===== src/rtl/fan_start_scheduler.sv =====
// rtl/fan_start_scheduler.sv - staggers fan start pulses on N channels so only one begins per slot,
// with a per-channel rearm window and a sticky flag for requests that waited too long.
module fan_start_scheduler #(
  parameter int CLKDIV     = 50,
  parameter int N          = 4,
  parameter int PWM_LENGTH = 1900,
  parameter int PWM_REARM  = 7600,
  parameter int START_GAP  = 200,
  parameter int MAX_WAIT   = 1000
) (
  input  logic         clk,
  input  logic         rst,
  input  logic [N-1:0] pwm_i,
  input  logic         clr_ovr,
  output logic [N-1:0] pwm_o,
  output logic [N-1:0] overrun_o,
  output logic         busy_o
);

  localparam int DW   = (CLKDIV > 1) ? $clog2(CLKDIV) : 1;
  localparam int CMAX = (PWM_LENGTH + PWM_REARM > MAX_WAIT) ? PWM_LENGTH + PWM_REARM : MAX_WAIT;
  localparam int CW   = $clog2(CMAX + 1);
  localparam int GW   = (START_GAP > 1) ? $clog2(START_GAP) : 1;
  localparam int RW   = (N > 1) ? $clog2(N) : 1;

  localparam logic [DW-1:0] DIV_LAST  = DW'(CLKDIV - 1);
  localparam logic [GW-1:0] GAP_LOAD  = GW'(START_GAP - 1);
  localparam logic [CW-1:0] RUN_LAST  = CW'(PWM_LENGTH - 1);
  localparam logic [CW-1:0] RUN_END   = CW'(PWM_LENGTH);
  localparam logic [CW-1:0] STOP_LAST = CW'(PWM_LENGTH + PWM_REARM - 1);
  localparam logic [CW-1:0] WAIT_LAST = CW'(MAX_WAIT - 1);
  localparam logic [RW-1:0] IDX_LAST  = RW'(N - 1);

  typedef enum logic [1:0] {
    S_IDLE = 2'd0,
    S_WAIT = 2'd1,
    S_RUN  = 2'd2,
    S_STOP = 2'd3
  } state_t;

  logic [DW-1:0] div_q, div_d;
  logic          tick_q, tick_d;
  logic [GW-1:0] gap_q, gap_d;
  logic [RW-1:0] rr_q, rr_d;
  logic [N-1:0]  ovr_q, ovr_d;
  logic [3:0]    sh_q [N];
  logic [3:0]    sh_d [N];
  state_t        state_q [N];
  state_t        state_d [N];
  logic [CW-1:0] cnt_q [N];
  logic [CW-1:0] cnt_d [N];

  logic          grant_valid;
  logic [RW-1:0] grant_idx;

  always_comb begin
    div_d  = (div_q == DIV_LAST) ? '0 : div_q + DW'(1);
    tick_d = (div_q == DIV_LAST);
  end

  // Round-robin search starting at rr_q; only channels already in WAIT are eligible.
  always_comb begin : grant_search
    logic [RW-1:0] idx;
    grant_valid = 1'b0;
    grant_idx   = '0;
    idx         = '0;
    if (tick_q && gap_q == '0) begin
      for (int i = 0; i < N; i++) begin
        idx = RW'((int'(rr_q) + i) % N);
        if (!grant_valid && state_q[idx] == S_WAIT) begin
          grant_valid = 1'b1;
          grant_idx   = idx;
        end
      end
    end
  end

  always_comb begin
    gap_d = gap_q;
    rr_d  = rr_q;
    if (tick_q) begin
      if (grant_valid) begin
        gap_d = GAP_LOAD;
        rr_d  = (grant_idx == IDX_LAST) ? '0 : grant_idx + RW'(1);
      end else if (gap_q != '0) begin
        gap_d = gap_q - GW'(1);
      end
    end
  end

  always_comb begin
    for (int k = 0; k < N; k++) begin
      sh_d[k]    = sh_q[k];
      state_d[k] = state_q[k];
      cnt_d[k]   = cnt_q[k];
      ovr_d[k]   = clr_ovr ? 1'b0 : ovr_q[k];
      if (tick_q) begin
        sh_d[k] = {sh_q[k][2:0], pwm_i[k]};
        case (state_q[k])
          // sh_q[2:0] are the samples that become the three oldest bits on this shift.
          S_IDLE: begin
            if (sh_q[k][2:0] == 3'b000) begin
              state_d[k] = S_WAIT;
              cnt_d[k]   = '0;
            end
          end
          S_WAIT: begin
            if (grant_valid && grant_idx == RW'(k)) begin
              state_d[k] = S_RUN;
              cnt_d[k]   = '0;
            end else if (cnt_q[k] == WAIT_LAST) begin
              state_d[k] = S_STOP;
              cnt_d[k]   = RUN_END;
              ovr_d[k]   = 1'b1;
            end else begin
              cnt_d[k] = cnt_q[k] + CW'(1);
            end
          end
          S_RUN: begin
            if (cnt_q[k] == RUN_LAST) state_d[k] = S_STOP;
            cnt_d[k] = cnt_q[k] + CW'(1);
          end
          S_STOP: begin
            if (cnt_q[k] == STOP_LAST) begin
              state_d[k] = S_IDLE;
              cnt_d[k]   = '0;
            end else begin
              cnt_d[k] = cnt_q[k] + CW'(1);
            end
          end
          default: begin
            state_d[k] = S_IDLE;
            cnt_d[k]   = '0;
          end
        endcase
      end
    end
  end

  always_ff @(posedge clk) begin
    if (rst) begin
      div_q  <= '0;
      tick_q <= 1'b0;
      gap_q  <= '0;
      rr_q   <= '0;
      ovr_q  <= '0;
      for (int k = 0; k < N; k++) begin
        sh_q[k]    <= 4'b1111;
        state_q[k] <= S_IDLE;
        cnt_q[k]   <= '0;
      end
    end else begin
      div_q  <= div_d;
      tick_q <= tick_d;
      gap_q  <= gap_d;
      rr_q   <= rr_d;
      ovr_q  <= ovr_d;
      for (int k = 0; k < N; k++) begin
        sh_q[k]    <= sh_d[k];
        state_q[k] <= state_d[k];
        cnt_q[k]   <= cnt_d[k];
      end
    end
  end

  always_comb begin
    for (int k = 0; k < N; k++) begin
      pwm_o[k] = (state_q[k] == S_RUN);
    end
    overrun_o = ovr_q;
    busy_o    = |pwm_o;
  end

endmodule

===== config.mk =====
export PLATFORM = sky130hd
export DESIGN_NAME = fan_start_scheduler
export DESIGN_NICKNAME = d
export VERILOG_FILES = /design/src/rtl/fan_start_scheduler.sv
export SDC_FILE = /design/constraint.sdc
export NUM_CORES = 1
export LEC_CHECK = 0
export ABC_AREA = 1
export BUFFER_PORTS_ARGS = -buffer_cell sky130_fd_sc_hd__buf_2
export CAP_MARGIN = 20
export CORE_AREA = 8 8 138 102
export DETAILED_ROUTE_END_ITERATION = 8
export DIE_AREA = 0 0 146 110
export PLACE_DENSITY_LB_ADDON = 0.25
export SKIP_CTS_REPAIR_TIMING = 1
export SLEW_MARGIN = 25
export SYNTH_ARGS = -nofsm -noshare
export SYNTH_HDL_FRONTEND = slang
export SYNTH_SLANG_ARGS = --single-unit

===== constraint.sdc =====
create_clock -name clk -period 5.3 [get_ports clk]
set_input_delay 1.06 -clock clk [delete_from_list [all_inputs] [get_ports clk]]
set_output_delay 1.06 -clock clk [all_outputs]
set_load 0.05 [all_outputs]

Word-level counts from Yosys, hierarchy flattened
Memory sizes are Yosys's and may differ from the RTL's. A register that Yosys moved wholly into a read port is not among the register bits.
Index checks and enable logic that the tools add are counted.
{"block": "totals", "romBits": 0, "latch_bits": 0, "ram_bits": 80, "in_bits": 7, "word_cells": 198, "n_memories": 3, "reg_bits": 21, "output_inout_bits": 9}
{"block": "classes", "eq_ne": 32, "n_addsub": 10, "mux": 109, "bitwise": 12, "magnitude_cmp": 0, "reduce_logical": 27, "shift": 0, "n_mul": 0, "n_div": 0}
{"name": "cnt_q", "words": 4, "width": 14, "rd": 4, "rd_ports_with_merged_regs": 0, "wr": 4, "line_no": "50", "source": "logic [CW-1:0] cnt_q [N];"}
{"name": "sh_q", "words": 4, "width": 4, "rd": 4, "rd_ports_with_merged_regs": 0, "wr": 4, "line_no": "46", "source": "logic [3:0] sh_q [N];"}
{"name": "state_q", "words": 4, "width": 2, "rd": 8, "rd_ports_with_merged_regs": 1, "wr": 4, "line_no": "48", "source": "state_t state_q [N];"}
{"op": "$mux 14", "n": 24}
{"op": "$pmux 14 s4", "n": 4}
{"op": "$mux 2", "n": 36}
{"op": "$add 14x1->14 const B", "n": 4}
{"op": "$eq 14x10->1 const B", "n": 4}
{"op": "$eq 14x11->1 const B", "n": 4}
{"op": "$eq 14x14->1 const B", "n": 4}
{"op": "$mux 4", "n": 8}
{"op": "$pmux 2 s4", "n": 4}
{"op": "$mux 1", "n": 31}
{"op": "$eq 2x2->1 const B", "n": 10}
{"op": "$eq 2x1->1 const B", "n": 9}
{"op": "$mux 8", "n": 2}
{"op": "$logic_not 3->1", "n": 4}
{"op": "$or 1x1->1", "n": 12}
{"op": "$logic_not 2->1", "n": 5}
{"op": "$logic_and 1x1->1", "n": 8}
{"op": "$logic_not 8->1", "n": 1}
{"op": "$reduce_bool 8->1", "n": 1}
{"op": "$sub 8x1->8 const B", "n": 1}
{"op": "$add 6x1->6 const B", "n": 1}
{"op": "$eq 6x6->1 const B", "n": 1}
{"op": "$add 2x1->2 const B", "n": 2}
{"op": "$add 2x2->2 const B", "n": 2}
{"op": "other kinds (5)", "n": 8}

Longest topological paths before layout
Gate-level depths: netlist (run 1).
{"block": "logic_depth", "word_depth": 21, "ltp_mapped": 19, "mapped_depth_nobuf": 18}

Worst setup path before layout (run 1)
No wires, ideal clock.
{"block": "synth_timing", "path_type": "register -> output", "from": "mem state_q[3][0] (netlist name)", "to": "out busy_o", "required_time_ns": 4.240, "path_stages_with_launch": 5, "arrival_ns": 1.539, "path_buffers": 0, "setup_slack_ns": 2.701, "path_cell_list": "dfxtp_1 -> inv_1 -> ha_1 -> inv_1 -> nand4_1"}
{"element": "from (decl)", "line_no": "48"}
{"element": "to (decl)", "line_no": "17", "source": "output logic busy_o"}

==> results of run 1 <==
[how the worst max path moves through the flow]
stage | from | endpoint | cells past startpoint
global route | tick_q | cnt_q[0][0] | 11
global placement | rst | div_q[5] | 6
finish | tick_q | cnt_q[0][3] | 11
floorplan | state_q[3][0] | busy_o | 4
CTS | tick_q | cnt_q[0][11] | 11
detailed placement | rst | div_q[5] | 6
[synth_stat cells (14+ instances only)]
master / count / share of area
a21oi_1: 80 / 0.063
clkbuf_1: 17 / 0.010
dfxtp_1: 99 / 0.31
ha_1: 28 / 0.055
inv_1: 110 / 0.065
nand2_1: 202 / 0.12
nand2_2: 15 / 0.015
nand3_1: 82 / 0.064
nand3b_1: 17 / 0.020
nand4_1: 18 / 0.018
nor2_1: 75 / 0.044
nor3_1: 29 / 0.023
nor4_1: 14 / 0.014
o21ai_0: 37 / 0.029
xor2_1: 32 / 0.044
[cell usage in the layout, fill, tap and decap left out, types with 2 or more instances in the layout]
master / instances
xnor2_1: 5
a21oi_1: 80
nor4_1: 14
inv_2: 7
nand3_4: 9
ha_1: 28
nand2_2: 15
nand3_1: 82
nand2_1: 202
clkinv_1: 2
buf_2: 15
nand2_4: 4
nor3_1: 29
nor2_4: 4
o21bai_1: 3
clkbuf_1: 2
dfxtp_1: 99
inv_1: 110
clkbuf_8: 2
clkbuf_16: 9
nand3_2: 9
a21oi_2: 6
xor2_1: 32
or2_2: 3
nand4_1: 18
nor2_1: 74
nand3b_1: 17
o21ai_0: 37
nor2_2: 7
o211ai_1: 5
[layer usage]
metal	up-vias	global-route usage	part of all wire
met5	-	0	0
met4	0	0.0484	0.0093
met3	11	0.0359	0.052
met2	133	0.270	0.41
met1	2619	0.258	0.53
li1	3059	-	-
[power breakdown]
group          total (uW)  switching (uW)  internal, uW
logic                22.7            17.1          5.63
registers             748            2.20           745
clock network         682             288           393
total                1450             307          1140
[cell families after synthesis]
family                     Yosys count
AOI/OAI and AO/OA                  138
xor gates and xnor gates            37
adders and majority gates           28
and+or+nand+nor                    488
DFF                                 99
buffers and inverters              144
[worst max-delay path, cell delays in order (launching register included)]
cell     delay [ns]
dfxtp_1        0.70
inv_2          0.33
nor4_1         0.51
nand2_2        0.16
nor2_1         0.26
inv_1          0.10
ha_1           0.24
nand3_4        0.11
nand2_2        0.10
o21ai_0        0.10
nand3_1        0.09
a21oi_1        0.17
[state kept, by name, summed over array words and instances, names as in the netlist, named ones only]
signal,count
overrun_o,4
rr_q,2
state_q,8
gap_q,8
sh_q,12
tick_q,1
cnt_q,56
div_q,6
[through the flow]
| step | total power [uW] | setup slack (ns) | area (um^2) | instances | util |
|---|---|---|---|---|---|
| floorplan | 780 | 2.70 | 6380 | 934 | - |
| global placement | 788 | 2.30 | 6560 | 1087 | 0.547 |
| detailed placement | 788 | 2.28 | 6560 | 1087 | 0.547 |
| CTS | 1470 | 2.34 | 6870 | 1103 | 0.572 |
| global route | 1500 | 2.02 | 6870 | 1103 | 0.572 |
| finish | 1450 | 2.36 | 6870 | 1103 | 0.572 |
[layout make-up]
cell class | count | area share
Timing Repair Buffer | 16 | 0.0120
Inverter | 119 | 0.0651
Sequential cell | 99 | 0.289
Clock buffer | 13 | 0.0379
Tap cell | 162 | 0.0295
Clock inverter | 3 | 0.00674
Multi-Input combinational cell | 691 | 0.560
==> out/results.ini, run 1 <==
[synth]
synth_area_um2 = 6380
synth_mux_area_frac = 0
synth_compound_area_frac = 0.117
syn_inst = 934
avgSynthCellArea_um2 = 6.84
synth_top_family_by_area = simple AND/OR/NAND/NOR gates
yosys_register_bits = 99
synth_flop_cell = dfxtp_1
synth_edf_count = 0
yosysWarnings = 0
yosys.area_share.adder = 0.0549
ys_seq_area_frac = 0.310
synth_nets = 969
ys_types = 39
synth-xor-area-share = 0.0508
async_reset_ff_frac = 0
yosys.area_share.simple = 0.379

[global_route]
grt_overflow = 0
antenna_found_initial = 0
grt_pass1_wl_mm = 24.2
grt_start_max_net_pins = 75
grt_pass1_vias = 5094
track_usage = 0.179

[drt]
wl_mm = 14.1
drc = 0
first_pass_iters = 5
vias_per_cell = 5.28
antenna_left = 0
wl_per_cell_um = 12.8
drt_iter0_drc = 406
vias = 5822

[critical_path]
r2r-end = cnt_q[0][3]
rrSetupSlack_ns = 2.36
r2r-start = tick_q
critPathMaxFanout = 20
crit_required_ns = 5.56
cp-start-kind = register
cp_data_arrival_time_ns = 3.21
reg2reg_depth = 11
path_class = reg2reg
crit_path_end_kind = register

[place]
gp_congestion = 0.875
io_buffers = 15
hpwl_mm = 10.1

[sta]
setup_violations = 0
fin_crit_sh = 0.555
whs_ns = 0.469
clock_skew_ns = 0.00803
tightest_slew_ns = 0.911
rsz0062_at_grt = false
relSlewSlack = 0.390
maxSlewViolCount = 0
min_period_ns = 2.94
final_hold_viol_count = 0
fmax_ghz = 0.340
fin_tns_setup_ns = 0

[worst_hold_path]
hp-class = reg2reg
hold-path-endpoint = sh_q[0][2]
hold_depth = 2
hold_path.startpoint = sh_q[0][2]

[final_layout]
syn_to_final_growth_pct = 7.52
fillers = 1158
multiInputGateArea_um2 = 3840
drive_gt1_frac = 0.101
diodes = 0
nets = 971
area.sequential_um2 = 1980

[cts]
cts_tree = done
cts_buffer_depth = 2
cts-root-buf = clkbuf_16
clock_latency_ns = 0.35
htreeDepth = 3
path_clk_slew_ns = 0.06
cts_buffers = 9
numClockSinks = 99

[run]
cap_violations = 0

[pwr]
power_density_nw_per_um2 = 211
peakVddDrop_mv = 0.147
leakagePower_uw = 0.00266

[floorplan]
initial_core_util = 0.532
dieWidth_um = 146
die_y_um = 110
die_area_um2 = 16100
rows = 34
coreArea_um2 = 12000
boundaryPins = 16

[status]
status = finished, final reports clean

Note: power is estimated with default switching activity, not from simulation.
==> run 2: changes to the inputs <==
--- a/config.mk
+++ b/config.mk
@@ -5,12 +5,12 @@
 export SDC_FILE = /design/constraint.sdc
 export NUM_CORES = 1
 export LEC_CHECK = 0
-export ABC_AREA = 1
+export ABC_AREA = 0
 export BUFFER_PORTS_ARGS = -buffer_cell sky130_fd_sc_hd__buf_2
 export CAP_MARGIN = 20
-export CORE_AREA = 8 8 138 102
+export CORE_AREA = 8 8 133 98
 export DETAILED_ROUTE_END_ITERATION = 8
-export DIE_AREA = 0 0 146 110
+export DIE_AREA = 0 0 141 106
 export PLACE_DENSITY_LB_ADDON = 0.25
 export SKIP_CTS_REPAIR_TIMING = 1
 export SLEW_MARGIN = 25
==> constraint.sdc (replaced) <==
create_clock -name clk -period 2.7 [get_ports clk]
set_input_delay 0.54 -clock clk [delete_from_list [all_inputs] [get_ports clk]]
set_output_delay 0.54 -clock clk [all_outputs]
set_load 0.05 [all_outputs]
==> run 2 against run 1 <==
Effect of this change:
- via count rose by 2.6%
- worst setup slack got worse by 2.6 ns
- sequential share of layout area fell by 2.2 points
- non-clock buffer count rose by 80
- total power rose by 94%
- the flow now finishes with violations (negative setup slack)
- area after synthesis fell by 8.2%
- core utilization rose by 9.7 points
- die area fell by 6.9%
- largest cell class unchanged
- combinational power rose to 2.6 times the previous value
- critical path depth rose by 3
- worst hold slack got worse by 0.074 ns
==> out/results.ini, run 2 <==
[sta]
fmax_ghz = 0.337
clock_skew_ns = 0.00990
timing.final.ws_setup_ns = -0.267
min_period_ns = 2.97
maxSlewViolCount = 0
fin_tns_setup_ns = -6.07
relSlewSlack = 0.505
setup_violations = 51
final_hold_viol_count = 0
whs_ns = 0.396
rsz0062_at_grt = true
tightest_slew_ns = 0.736
fin_crit_sh = 1.10

[status]
status = complete, but fails checks
violations = negative setup slack

[pwr]
power_density_nw_per_um2 = 375
combPwrFrac = 0.021
internal-power_uw = 2130
switchingPower_uw = 683
leakagePower_uw = 0.00273
seqPwrFrac = 0.521
swShare = 0.243
pwr-share-clk = 0.458
peakVddDrop_mv = 0.426

[synth]
synth_top_area_share = 0.338
synthTopCellsByCount = 99 x dfxtp_1, 90 x nand2_1, 59 x nor2_1, 40 x nand3_1, 32 x a21oi_1
async_reset_ff_frac = 0
yosys_register_bits = 99
synth_flop_cell = dfxtp_1
synth_top_area_cell = dfxtp_1
synth_edf_count = 0
synth.area.top_cells = dfxtp_1 34%, ha_1 6.0%, nand2_1 5.8%
ys_types = 76
yosysMostFrequentCell = dfxtp_1
syn_inst = 723
yosysWarnings = 0
avgSynthCellArea_um2 = 8.11
synth_area_um2 = 5860
ys_seq_area_frac = 0.338
synth_nets = 758

[global_route]
grtUsageMet3 = 0.0385
grt_pass1_wl_mm = 26.2
grt_overflow = 0
track_usage = 0.211
use_met2 = 0.330
grt_start_max_net_pins = 32
antenna_found_initial = 0
top_usage_layer = met2
use_met1 = 0.292
grt_pass1_vias = 5405

[cts]
cts_tree = done
cts-root-buf = clkbuf_16
cts_buffers = 9
cts_buffer_depth = 2
clock_latency_ns = 0.36
path_clk_slew_ns = 0.08
numClockSinks = 99
htreeDepth = 3

[drt]
drt_iter0_drc = 577
antenna_left = 0
drc = 0
wl_mm = 16.4
vias_per_cell = 6.17
vias = 5971
wl_per_cell_um = 17.0
first_pass_iters = 6

[critical_path]
crit_required_ns = 2.99
cp-start-kind = register
cp_data_arrival_time_ns = 3.25
r2r-start = state_q[0][1]
path_class = reg2reg
startpoint = state_q[0][1]
critPathMaxFanout = 6
crit_path_end_kind = register

[place]
gp_congestion = 0.945
hpwl_mm = 11.6
pre_cts_slack_ns = -0.258
dp_cells = 938
io_buffers = 15

[floorplan]
die_area_um2 = 14900
boundaryPins = 16
dieWidth_um = 141
rows = 33
coreArea_um2 = 11200
initial_core_util = 0.524
die_y_um = 106

[final_layout]
mostFrequentLayoutCell = dfxtp_1
drive_gt1_frac = 0.257
syn_to_final_growth_pct = 27.8
largest_reg_flops = 56
nets = 840
regMostFlops = cnt_q
fillers = 846
diodes = 0
final_cell_mix = 91 x dfxtp_1, 85 x nand2_1, 65 x buf_4
fin_util = 0.669
fin_cells = 967
largestRegisters = cnt_q: 56 flops, sh_q: 12 flops

[run]
cap_violations = 0

[worst_hold_path]
hold_path.startpoint = pwm_i[2]
hp-class = in2reg

## run 2: final timing paths
kind | endpoint | slack [ns] | cells after the start
worst max register to register | state_q[2][0] | -0.27 | 14
worst min-delay path | sh_q[2][0] | 0.40 | 3
worst max-delay path | state_q[2][0] | -0.27 | 14
worst min register to register | overrun_o[2] | 0.47 | 2
## run 2: power by group through the flow
stage               clock network, uW  registers [uW]  logic [uW]
floorplan                           0            1500        33.9
global placement                    0            1500        53.0
detailed placement                  0            1500        54.4
CTS                              1300            1460        54.8
global route                     1360            1460        65.5
finish                           1290            1460        59.3
## run 2: final cells by class
class | count | area [um^2] | share of cell area
inverter | 21 | 78.8 | 0.0105
clock inverter | 7 | 71.3 | 0.00953
clock buffer | 9 | 225 | 0.0301
sequential | 99 | 2000 | 0.267
timing repair buffer | 96 | 746 | 0.0996
tap | 157 | 196 | 0.0262
multi-input combinational | 578 | 4170 | 0.557
## run 2: stage by stage
stage | power [uW] | cell area, um^2
after detailed placement | 1550 | 6680
after CTS | 2820 | 6970
after global placement | 1550 | 6680
after floorplan | 1530 | 6000
after global routing | 2890 | 7490
final | 2810 | 7490
## run 2: cell families after synthesis
group           count (synthesis)  synth area share
compound gates                170             0.200
xor+xnor                       17            0.0254
fa+ha+maj                      28            0.0598
buf+inv                        46            0.0297
flops                          99             0.338
mux                            19            0.0348
simple gates                  344             0.312
## run 2: per-layer routing
metal,routed length (um),vias to the layer above
met4,329,0
met3,1010,30
met5,0,-
li1,-,2845
met1,7560,2890
met2,7520,206
## run 2: worst max-delay path, stage by stage, from the launching register on
cell and delay (ns):
dfxtp_2 0.33, buf_6 0.12, nand3b_1 0.23, a2111oi_4 0.46, a31oi_4 0.07, nand2_2 0.11, xor2_2 0.18, nor2b_4 0.08
inv_2 0.06, ha_2 0.17, nand2_2 0.06, o2bb2ai_4 0.15, a2111o_1 0.39, or3_4 0.34, a21oi_2 0.13
==> run 3: changes to the inputs <==
==> constraint.sdc (replaced) <==
create_clock -name clk -period 3.19 [get_ports clk]
set_input_delay 0.638 -clock clk [delete_from_list [all_inputs] [get_ports clk]]
set_output_delay 0.638 -clock clk [all_outputs]
set_load 0.05 [all_outputs]
==> run 3 against run 2 <==
Effect of this change:
- the flow now finishes without violations
- combinational power fell by 20%
- die area did not move
- non-clock buffer count fell by 45
- register-to-register slack improved by 0.35 ns
- critical path type unchanged
- largest cell class unchanged
- highest routed layer unchanged
==> out/results.ini, run 3 (synthesis gave the netlist of run 2 again) <==
[sta]
tightest_slew_ns = 0.891
rsz0062_at_grt = true
fin_crit_sh = 0.974
setup_violations = 0
clock_skew_ns = 0.00812
min_period_ns = 3.11
final_hold_viol_count = 0
timing.final.ws_setup_ns = 0.0832
relSlewSlack = 0.406
whs_ns = 0.468
fmax_ghz = 0.322
maxSlewViolCount = 0

[pwr]
finalPower_uw = 2540
peakVddDrop_mv = 0.274
leakagePower_uw = 0.00245
power_density_nw_per_um2 = 378

[place]
gp_congestion = 0.927
io_buffers = 15
hpwl_mm = 10.6
pre_cts_slack_ns = 0.0284
placed_area_um2 = 6300

[final_layout]
final_cell_area_um2 = 6720
diodes = 0
regMostFlops = cnt_q
syn_to_final_growth_pct = 14.6
final_cell_mix = 99 x dfxtp_1, 89 x nand2_1, 59 x nor2_1
largest_reg_flops = 56
mostFrequentLayoutCell = dfxtp_1
drive_gt1_frac = 0.133
largestRegisters = cnt_q: 56 flops, sh_q: 12 flops
nets = 795

[floorplan]
boundaryPins = 16
initial_core_util = 0.524
die_y_um = 106
coreArea_um2 = 11200
rows = 33
dieWidth_um = 141
die_area_um2 = 14900

[cts]
cts-root-buf = clkbuf_16
clock_latency_ns = 0.35
cts_buffer_depth = 2
path_clk_slew_ns = 0.07
htreeDepth = 3
cts_tree = done
numClockSinks = 99
cts_buffers = 9

[global_route]
grt_start_max_net_pins = 32
grt_pass1_vias = 5035
grt_overflow = 0
antenna_found_initial = 0
track_usage = 0.193
grt_pass1_wl_mm = 24.3

[status]
status = finished, final reports clean

[worst_hold_path]
hp-class = reg2reg

[critical_path]
critPathMaxFanout = 6
cp-start-kind = register
crit_path_end_kind = register
cp_data_arrival_time_ns = 3.35
crit_required_ns = 3.43
path_class = reg2reg
rrSetupSlack_ns = 0.08

[drt]
first_pass_iters = 6
wl_mm = 14.9
vias = 5623
wl_per_cell_um = 16.1
antenna_left = 0
drt_iter0_drc = 559
vias_per_cell = 6.10
drc = 0

[run]
cap_violations = 0

run 3: changes by cell type in the layout (fill, tap and decap cells not counted), sizes merged:
cell      before  now
buf           95   51
bufinv         0    3
clkinvlp       2    0
clkinv         3    2
inv           23   22
run 3: stage by stage:
step	utilization	TNS [ns]	std cells
after global placement	0.563	0	903
after CTS	0.593	0	919
final	0.600	0	922
after detailed placement	0.563	0	903
after global routing	0.600	-0.105	922
after floorplan	-	0	723
run 3: worst paths after layout:
kind	from	to	cells past startpoint
hold reg to reg	overrun_o[2]	overrun_o[2]	2
setup reg to reg	state_q[2][1]	cnt_q[1][10]	13
setup / recovery	state_q[2][1]	cnt_q[1][10]	13
hold / removal	overrun_o[2]	overrun_o[2]	2
run 3: layout make-up:
cell class              instances  area, um^2
well taps                     157         196
inverters                      21        78.8
clock buffers                  10         229
repair buffers                 51         345
multi-input cells             578        3770
clock inverters                 6         113
fillers                       973        4470
flip-flops and latches         99        1980
run 3: worst max-delay path, cell delays in order (launching register included):
cell and delay, ns:
dfxtp_1 0.33, nand2b_1 0.16, mux4_2 0.54, o2111a_1 0.18
o211ai_1 0.11, nand2_1 0.07, o211ai_1 0.24, buf_4 0.16
ha_1 0.18, nand2_1 0.09, o2bb2ai_2 0.19, nor2_1 0.30
and4b_1 0.24, a211o_1 0.22
run 3: where the power goes:
| group | internal [uW] | total, uW | leakage (uW) | switching (uW) |
|---|---|---|---|---|
| sequential | 1240 | 1240 | 0.000798 | 2.92 |
| combinational | 13.1 | 47.5 | 0.00149 | 34.4 |
| clock | 770 | 1250 | 0.000167 | 479 |
run 3: layer usage:
metal,vias up,share of wire,GRT usage
met3,22,0.053,0.0457
met2,197,0.45,0.295
met5,-,0,0
met4,0,0.012,0.0566
li1,2752,-,-
met1,2652,0.49,0.267
